===== src/rtl/opcode_encoder.sv =====
// Packs decoded Skiron instruction fields into a 32-bit instruction word (inverse of OpcodeDecoder).
// Two-stage valid/ready pipeline with immediate range checking and saturating delivery counters.
module opcode_encoder #(
    parameter int unsigned COUNTER_WIDTH = 16,
    parameter bit          ZERO_ON_ERROR = 1'b1
) (
    input  logic                     Clock,
    input  logic                     Reset_n,
    input  logic                     InValid,
    output logic                     InReady,
    input  logic [5:0]               InOpcode,
    input  logic [1:0]               InEncoding,
    input  logic [1:0]               InVariant,
    input  logic [5:0]               InRegister1,
    input  logic [5:0]               InRegister2,
    input  logic [5:0]               InRegister3,
    input  logic [31:0]              InImmediate,
    input  logic [1:0]               InOperandSize,
    output logic                     OutValid,
    input  logic                     OutReady,
    output logic [31:0]              OutWord,
    output logic                     OutError,
    output logic [COUNTER_WIDTH-1:0] EncodedCount,
    output logic [COUNTER_WIDTH-1:0] ErrorCount
);

    localparam logic [COUNTER_WIDTH-1:0] CntOne = COUNTER_WIDTH'(1);

    logic [7:0]  b1, b2, b3, b4;
    logic        imm_err;
    logic [31:0] packed_word;

    logic        s1_valid_q, s1_valid_d;
    logic [31:0] s1_word_q, s1_word_d;
    logic        s1_err_q, s1_err_d;
    logic        s2_valid_q, s2_valid_d;
    logic [31:0] s2_word_q, s2_word_d;
    logic        s2_err_q, s2_err_d;
    logic [COUNTER_WIDTH-1:0] enc_cnt_q, enc_cnt_d;
    logic [COUNTER_WIDTH-1:0] err_cnt_q, err_cnt_d;

    logic advance1, advance2, out_hs;

    always_comb begin
        b1      = {InEncoding, InOpcode};
        b2      = {InRegister1, InVariant};
        b3      = 8'h00;
        b4      = 8'h00;
        imm_err = 1'b0;
        unique case (InEncoding)
            2'b00: begin
                b3 = {InRegister3[1:0], InRegister2};
                b4 = {InOperandSize, 2'b00, InRegister3[5:2]};
            end
            2'b01: begin
                b3      = InImmediate[7:0];
                b4      = InImmediate[15:8];
                imm_err = |InImmediate[31:16];
            end
            2'b10: begin
                // Immediate takes over the register1 field in this encoding.
                b2      = {InImmediate[5:0], InVariant};
                b3      = InImmediate[13:6];
                b4      = {InOperandSize, InImmediate[19:14]};
                imm_err = !((&InImmediate[31:19]) || (~|InImmediate[31:19]));
            end
            2'b11: begin
                b3      = {InImmediate[1:0], InRegister2};
                b4      = {InOperandSize, InImmediate[7:2]};
                imm_err = !((&InImmediate[31:7]) || (~|InImmediate[31:7]));
            end
        endcase
        packed_word = {b1, b2, b3, b4};
        if (imm_err && ZERO_ON_ERROR) begin
            packed_word = 32'h0;
        end
    end

    assign advance2 = !s2_valid_q || OutReady;
    assign advance1 = !s1_valid_q || advance2;
    assign InReady  = advance1;
    assign out_hs   = s2_valid_q && OutReady;

    always_comb begin
        s1_valid_d = s1_valid_q;
        s1_word_d  = s1_word_q;
        s1_err_d   = s1_err_q;
        s2_valid_d = s2_valid_q;
        s2_word_d  = s2_word_q;
        s2_err_d   = s2_err_q;
        enc_cnt_d  = enc_cnt_q;
        err_cnt_d  = err_cnt_q;

        if (advance1) begin
            s1_valid_d = InValid;
            if (InValid) begin
                s1_word_d = packed_word;
                s1_err_d  = imm_err;
            end
        end

        if (advance2) begin
            s2_valid_d = s1_valid_q;
            if (s1_valid_q) begin
                s2_word_d = s1_word_q;
                s2_err_d  = s1_err_q;
            end
        end

        if (out_hs) begin
            if (s2_err_q) begin
                if (!(&err_cnt_q)) err_cnt_d = err_cnt_q + CntOne;
            end else begin
                if (!(&enc_cnt_q)) enc_cnt_d = enc_cnt_q + CntOne;
            end
        end
    end

    always_ff @(posedge Clock or negedge Reset_n) begin
        if (!Reset_n) begin
            s1_valid_q <= 1'b0;
            s1_word_q  <= 32'h0;
            s1_err_q   <= 1'b0;
            s2_valid_q <= 1'b0;
            s2_word_q  <= 32'h0;
            s2_err_q   <= 1'b0;
            enc_cnt_q  <= '0;
            err_cnt_q  <= '0;
        end else begin
            s1_valid_q <= s1_valid_d;
            s1_word_q  <= s1_word_d;
            s1_err_q   <= s1_err_d;
            s2_valid_q <= s2_valid_d;
            s2_word_q  <= s2_word_d;
            s2_err_q   <= s2_err_d;
            enc_cnt_q  <= enc_cnt_d;
            err_cnt_q  <= err_cnt_d;
        end
    end

    assign OutValid     = s2_valid_q;
    assign OutWord      = s2_word_q;
    assign OutError     = s2_err_q;
    assign EncodedCount = enc_cnt_q;
    assign ErrorCount   = err_cnt_q;

endmodule


===== config.mk =====
export PLATFORM = sky130hd
export DESIGN_NAME = opcode_encoder
export DESIGN_NICKNAME = d
export VERILOG_FILES = /design/src/rtl/opcode_encoder.sv
export SDC_FILE = /design/constraint.sdc
export NUM_CORES = 1
export LEC_CHECK = 0
export BUFFER_PORTS_ARGS = -buffer_cell sky130_fd_sc_hd__buf_2
export CAP_MARGIN = 20
export CORE_UTILIZATION = 29
export DETAILED_ROUTE_END_ITERATION = 8
export GPL_ROUTABILITY_DRIVEN = 0
export GPL_TIMING_DRIVEN = 0
export PLACE_DENSITY_LB_ADDON = 0.12
export SYNTH_ARGS = -nofsm -noshare
export SYNTH_HDL_FRONTEND = slang
export SYNTH_SLANG_ARGS = --single-unit

===== constraint.sdc =====
create_clock -name Clock -period 5.1 [get_ports Clock]
set_input_delay 1.02 -clock Clock [delete_from_list [all_inputs] [get_ports Clock]]
set_output_delay 1.02 -clock Clock [all_outputs]
set_load 0.005 [all_outputs]

== After elaboration in Yosys (flattened, before gate mapping) ==
Cells that the tools add are included.

* Output and inout port bits: 67
* Input port bits: 66
* Flip-flop bits (word level): 100
* Logic and storage cells: 44

* Reductions and logical operators: 23
* Bitwise gates (word level): 3
* $add $sub $neg: 2
* Equality and inequality tests: 3
* Mux-type cells: 5

{| class="wikitable"
|+ Operators with widths
! operator !! count
|-
| $pmux W8 S4 || 2
|-
| $add A16 B1 Y16 const B || 2
|-
| $mux W32 || 1
|-
| $reduce_and A16 Y1 || 2
|-
| $reduce_and A25 Y1 || 1
|-
| $reduce_or A25 Y1 || 1
|-
| $reduce_or A16 Y1 || 1
|-
| $reduce_and A13 Y1 || 1
|-
| $reduce_or A13 Y1 || 1
|-
| $mux W8 || 1
|-
| $logic_not A1 Y1 || 6
|-
| $reduce_and A3 Y1 || 2
|-
| $eq A2 B2 Y1 const B || 2
|-
| $logic_or A1 B1 Y1 || 4
|-
| $reduce_and A2 Y1 || 2
|-
| $not A1 Y1 || 3
|-
| $pmux W1 S3 || 1
|-
| $eq A2 B1 Y1 const B || 1
|-
| $logic_not A2 Y1 || 1
|-
| $logic_and A1 B1 Y1 || 1
|}

== Logic depth before layout (Yosys ltp) ==
* Depth in word-level cells: 6
* Gate-level depth with buffers: 7

== Worst setup path after synthesis ==
No wires, ideal clock.

* Kind: in2reg
* From: in InImmediate[10]
* To: reg s1_word_q[11]
* Stages on the path: 7
* Data arrival time: 2.314 ns
* Path buffers: 2
* Setup slack: 2.690 ns
* Library setup time: 0.095 ns
* Path through: nor4_1 nand3_1 and3_1 a22o_1 buf_2 buf_6 o31ai_1

* Word-level cells in the longest chain between the ends: 6

{| class="wikitable"
|+ RTL lines
! what !! line !! RTL
|-
| start: declaration || 17 || <nowiki>input logic [31:0] InImmediate,</nowiki>
|-
| $reduce_or A25 Y1 || 70 || <nowiki>imm_err = !((&InImmediate[31:7]) || (~|InImmediate[31:7]));</nowiki>
|-
| $logic_not A1 Y1 || 70 ||
|-
| $logic_or A1 B1 Y1 * || 70 ||
|-
| $logic_not A1 Y1 * || 70 ||
|-
| $pmux W1 S3 * || 50 || <nowiki>unique case (InEncoding)</nowiki>
|-
| $mux W32 * || 74 || <nowiki>if (imm_err && ZERO_ON_ERROR) begin</nowiki>
|-
| end signal: assignment || 131 || <nowiki>s1_word_q <= s1_word_d;</nowiki>
|-
| end: declaration || 34 || <nowiki>logic [31:0] s1_word_q, s1_word_d;</nowiki>
|}

Every way passes the cells marked *; elsewhere a longest branch is shown, timed or not.
A chain may end at the register's enable or synchronous reset.

== Worst setup path in the final report ==
* From: in OutReady
* To: out InReady

* Word-level cells in the longest chain between the ends: 2

{| class="wikitable"
|+ RTL lines
! what !! line !! RTL
|-
| start: declaration || 20 || <nowiki>input logic OutReady,</nowiki>
|-
| $logic_or A1 B1 Y1 || 79 || <nowiki>assign advance2 = !s2_valid_q || OutReady;</nowiki>
|-
| $logic_or A1 B1 Y1 || 80 || <nowiki>assign advance1 = !s1_valid_q || advance2;</nowiki>
|-
| end: declaration || 10 || <nowiki>output logic InReady,</nowiki>
|}

No other way between the ends.

==> results.py <==
metrics = {
    "run_status": {
        "outcome": "complete, no violations",
    },
    "synthesis": {
        "synth_seq_area_share_pct": 52.8,
        "ys_ff_latch": 100,
        "syn_area_mm2": 0.00474,
        "synth-edff-count": 0,
        "synth_warnings": 0,
        "yosysUniqueCellTypes": 43,
        "avgSynthCellArea_um2": 11.8,
        "synth_nets": 471,
        "synthDominantCellAreaShare_pct": 52.8,
        "syn_inst": 403,
        "synth_area_leaders": "dfrtp_1 (53%), mux2_2 (10%), o31ai_1 (4.8%)",
        "async_flop_share_pct": 100,
        "synth_top_cell_by_area": "dfrtp_1",
        "ys.flop_type": "dfrtp_1",
    },
    "cells_and_area": {
        "final_util_pct": 38.0,
        "finalNetCount": 613,
        "num_antenna_cells": 0,
        "area_growth_pct": 27.4,
        "layout-drive-gt1-share_pct": 37.5,
    },
    "floorplanning": {
        "design.core.area_mm2": 0.0159,
        "start_util_pct": 29.8,
        "ios": 133,
        "row_count": 46,
        "die_area_mm2": 0.0168,
        "dieHeight_um": 130,
        "die_x_um": 130,
    },
    "cts": {
        "clk_latency_ps": 350,
        "cts_max_level": 3,
        "cts_setup_buffers": 0,
        "post_cts_resized": 0,
        "cts_hold_buf": 0,
        "cts.path.max_buffers": 2,
        "cts_sinks": 100,
        "cts_tree": "yes",
        "clkTransAtPathRegs_ps": 70,
        "ctsRootBufferMaster": "clkbuf_16",
        "numCtsBuffers": 9,
    },
    "global_route": {
        "grtUsageMet1_pct": 20.7,
        "grt_pass1_wl_um": 19600,
        "grtUsageMet3_pct": 3.16,
        "grt_max_degree": 60,
        "grt_antenna_before_repair": 0,
        "grt_remaining_overflow": 0,
        "grt.busiest_layer": "met2",
        "grt_pass1_vias": 3629,
        "grt_use_met2_pct": 24.0,
        "gr-usage-all-layers_pct": 15.4,
    },
    "setup_path": {
        "worstSetupEndpointType": "primary output",
        "worst-setup-path-type": "primary input to primary output",
        "crit_path_cell_trace": "buf_2 > nand3b_1 > buf_2",
        "cpPeakStageDelay_ps": 240,
        "cp-start-kind": "primary input",
        "worstPathMaxFanout": 4,
        "crit_arrival_ps": 1560,
        "slowest_stage": "nand3b_1",
        "cp.required_ps": 4080,
        "path_common_cell": "buf_2",
    },
    "detailed_routing": {
        "wirelength_um": 11900,
        "first_pass_iters": 4,
        "dr_total_vias": 3653,
        "wl_per_cell_um": 15.6,
        "drc": 0,
        "drt_iter0_drc": 206,
        "via_per_inst": 4.77,
        "drtAntennaViolNets": 0,
    },
    "flow_run": {
        "maxCapViolations": 0,
    },
    "power": {
        "power.density_mw_per_mm2": 356,
        "leakagePower_uw": 0.00300,
        "peakVddDrop_mv": 0.174,
    },
    "sta": {
        "setup_viol": 0,
        "fin_setup_tns_ps": 0,
        "grt_setup_unrepaired": "false",
        "relSlewSlack_pct": 55.8,
        "finalMaxSlewViolations": 0,
        "fin_crit_ps": 2580,
        "fin_worst_skew_ps": 5.31,
        "worst_slew_pin_slew_ps": 663,
        "final.period_utilization_pct": 50.6,
        "fmax_ghz": 0.387,
        "finalHoldViolCount": 0,
    },
    "place": {
        "portBuffers": 130,
        "dpl.hpwl_um": 9070,
    },
    "worst_hold_path": {
        "hold_path_class": "flip-flop to flip-flop",
    },
}
worst max-delay path, delay by kind of cell:
family / cells / cell delay, ps
buffers and inverters: 2 / 300
AND/OR/NAND/NOR: 1 / 240
per-stage QoR:
| stage | hold WS (ps) | instances | total power (uW) | cell area [um^2] | setup slack [ps] |
|---|---|---|---|---|---|
| 2_1_floorplan | 445 | 403 | 1180 | 4740 | 2690 |
| 3_3_place_gp | 458 | 749 | 1370 | 5660 | 1850 |
| 3_5_place_dp | 464 | 750 | 1380 | 5690 | 2270 |
| 4_1_cts | 480 | 766 | 2200 | 6030 | 2520 |
| 5_1_grt | 500 | 766 | 2280 | 6030 | 2480 |
| 6_report | 476 | 766 | 2150 | 6030 | 2520 |
cell type report:
| class | count | area, um^2 |
|---|---|---|
| fill | 1644 | 9850 |
| sequential | 100 | 2500 |
| multi-input combinational | 273 | 2110 |
| timing repair buffer | 131 | 681 |
| tap | 216 | 270 |
| clock buffer | 9 | 225 |
| clock inverter | 7 | 123 |
| buffer | 20 | 90.1 |
| inverter | 10 | 37.5 |
cell usage in the layout (no fill, tap or decap), types with 4 or more instances in the layout:
| master | instances |
|---|---|
| nor2_1 | 11 |
| nand3_1 | 11 |
| nand4_1 | 13 |
| mux4_2 | 6 |
| xor2_1 | 8 |
| inv_1 | 10 |
| buf_2 | 135 |
| mux2_2 | 43 |
| nand2_1 | 48 |
| o31ai_1 | 30 |
| xnor2_1 | 22 |
| nand2b_1 | 4 |
| clkbuf_1 | 10 |
| mux2i_1 | 14 |
| clkbuf_16 | 9 |
| and3_1 | 14 |
| and4_1 | 7 |
| a21oi_1 | 8 |
| dfrtp_1 | 100 |
cells in the mapped netlist, types with 2 or more instances:
cell type / number
ha_1: 2
mux2_2: 43
nor4_1: 3
mux2i_1: 14
a21oi_1: 8
nor3_1: 3
nand3_1: 11
xor2_1: 8
xnor2_1: 22
and2_1: 2
and3_1: 14
mux4_2: 6
inv_1: 10
a221o_1: 2
buf_1: 3
nand2_1: 48
nand2b_1: 4
nand4_1: 13
clkbuf_1: 10
buf_2: 6
nand3b_1: 3
o211a_1: 2
o31ai_1: 30
and4_1: 7
dfrtp_1: 100
a211oi_1: 2
nor2_1: 11
cell families (layout without fill, tap and decap cells):
kind of cell | after synthesis | after routing | synth area share (%)
AOI/OAI and AO/OA | 55 | 55 | 8.75
xor gates and xnor gates | 30 | 30 | 5.55
adders and majority gates | 2 | 2 | 0.528
buffers and inverters | 30 | 177 | 2.70
DFF | 100 | 100 | 52.8
muxes | 63 | 63 | 16.0
and+or+nand+nor | 123 | 123 | 13.6
routing by layer:
layer / vias up / share of wire (%)
met5: - / 0
met2: 130 / 45
met1: 1752 / 47
met4: 0 / 1.8
met3: 15 / 5.6
li1: 1756 / -
report_power, final:
| group | total (uW) | switching (uW) | internal, uW |
|---|---|---|---|
| clock network | 795 | 312 | 483 |
| registers | 979 | 83.6 | 896 |
| logic | 374 | 185 | 189 |
| total | 2150 | 580 | 1570 |
flip-flops by register name (all words and copies together), names as in the netlist:
name,count
EncodedCount,16
OutError,1
OutWord,32
s1_word_q,32
s1_err_q,1
ErrorCount,16
OutValid,1
s1_valid_q,1
worst paths after layout:
path,to,slack (ps),from,depth (start not counted)
setup / recovery,InReady,2520,OutReady,3
hold / removal,s1_word_q[17]$_DFFE_PN0P_,480,s1_word_q[17]$_DFFE_PN0P_,2
setup reg to reg,EncodedCount[13]$_DFFE_PN0P_,3130,EncodedCount[0]$_DFFE_PN0P_,6
hold reg to reg,s1_word_q[17]$_DFFE_PN0P_,480,s1_word_q[17]$_DFFE_PN0P_,2
max in group asynchronous,s1_word_q[31]$_DFFE_PN0P_,3730,Reset_n,2
min in group asynchronous,EncodedCount[5]$_DFFE_PN0P_,660,Reset_n,1
(Power assumes the default switching activity.)
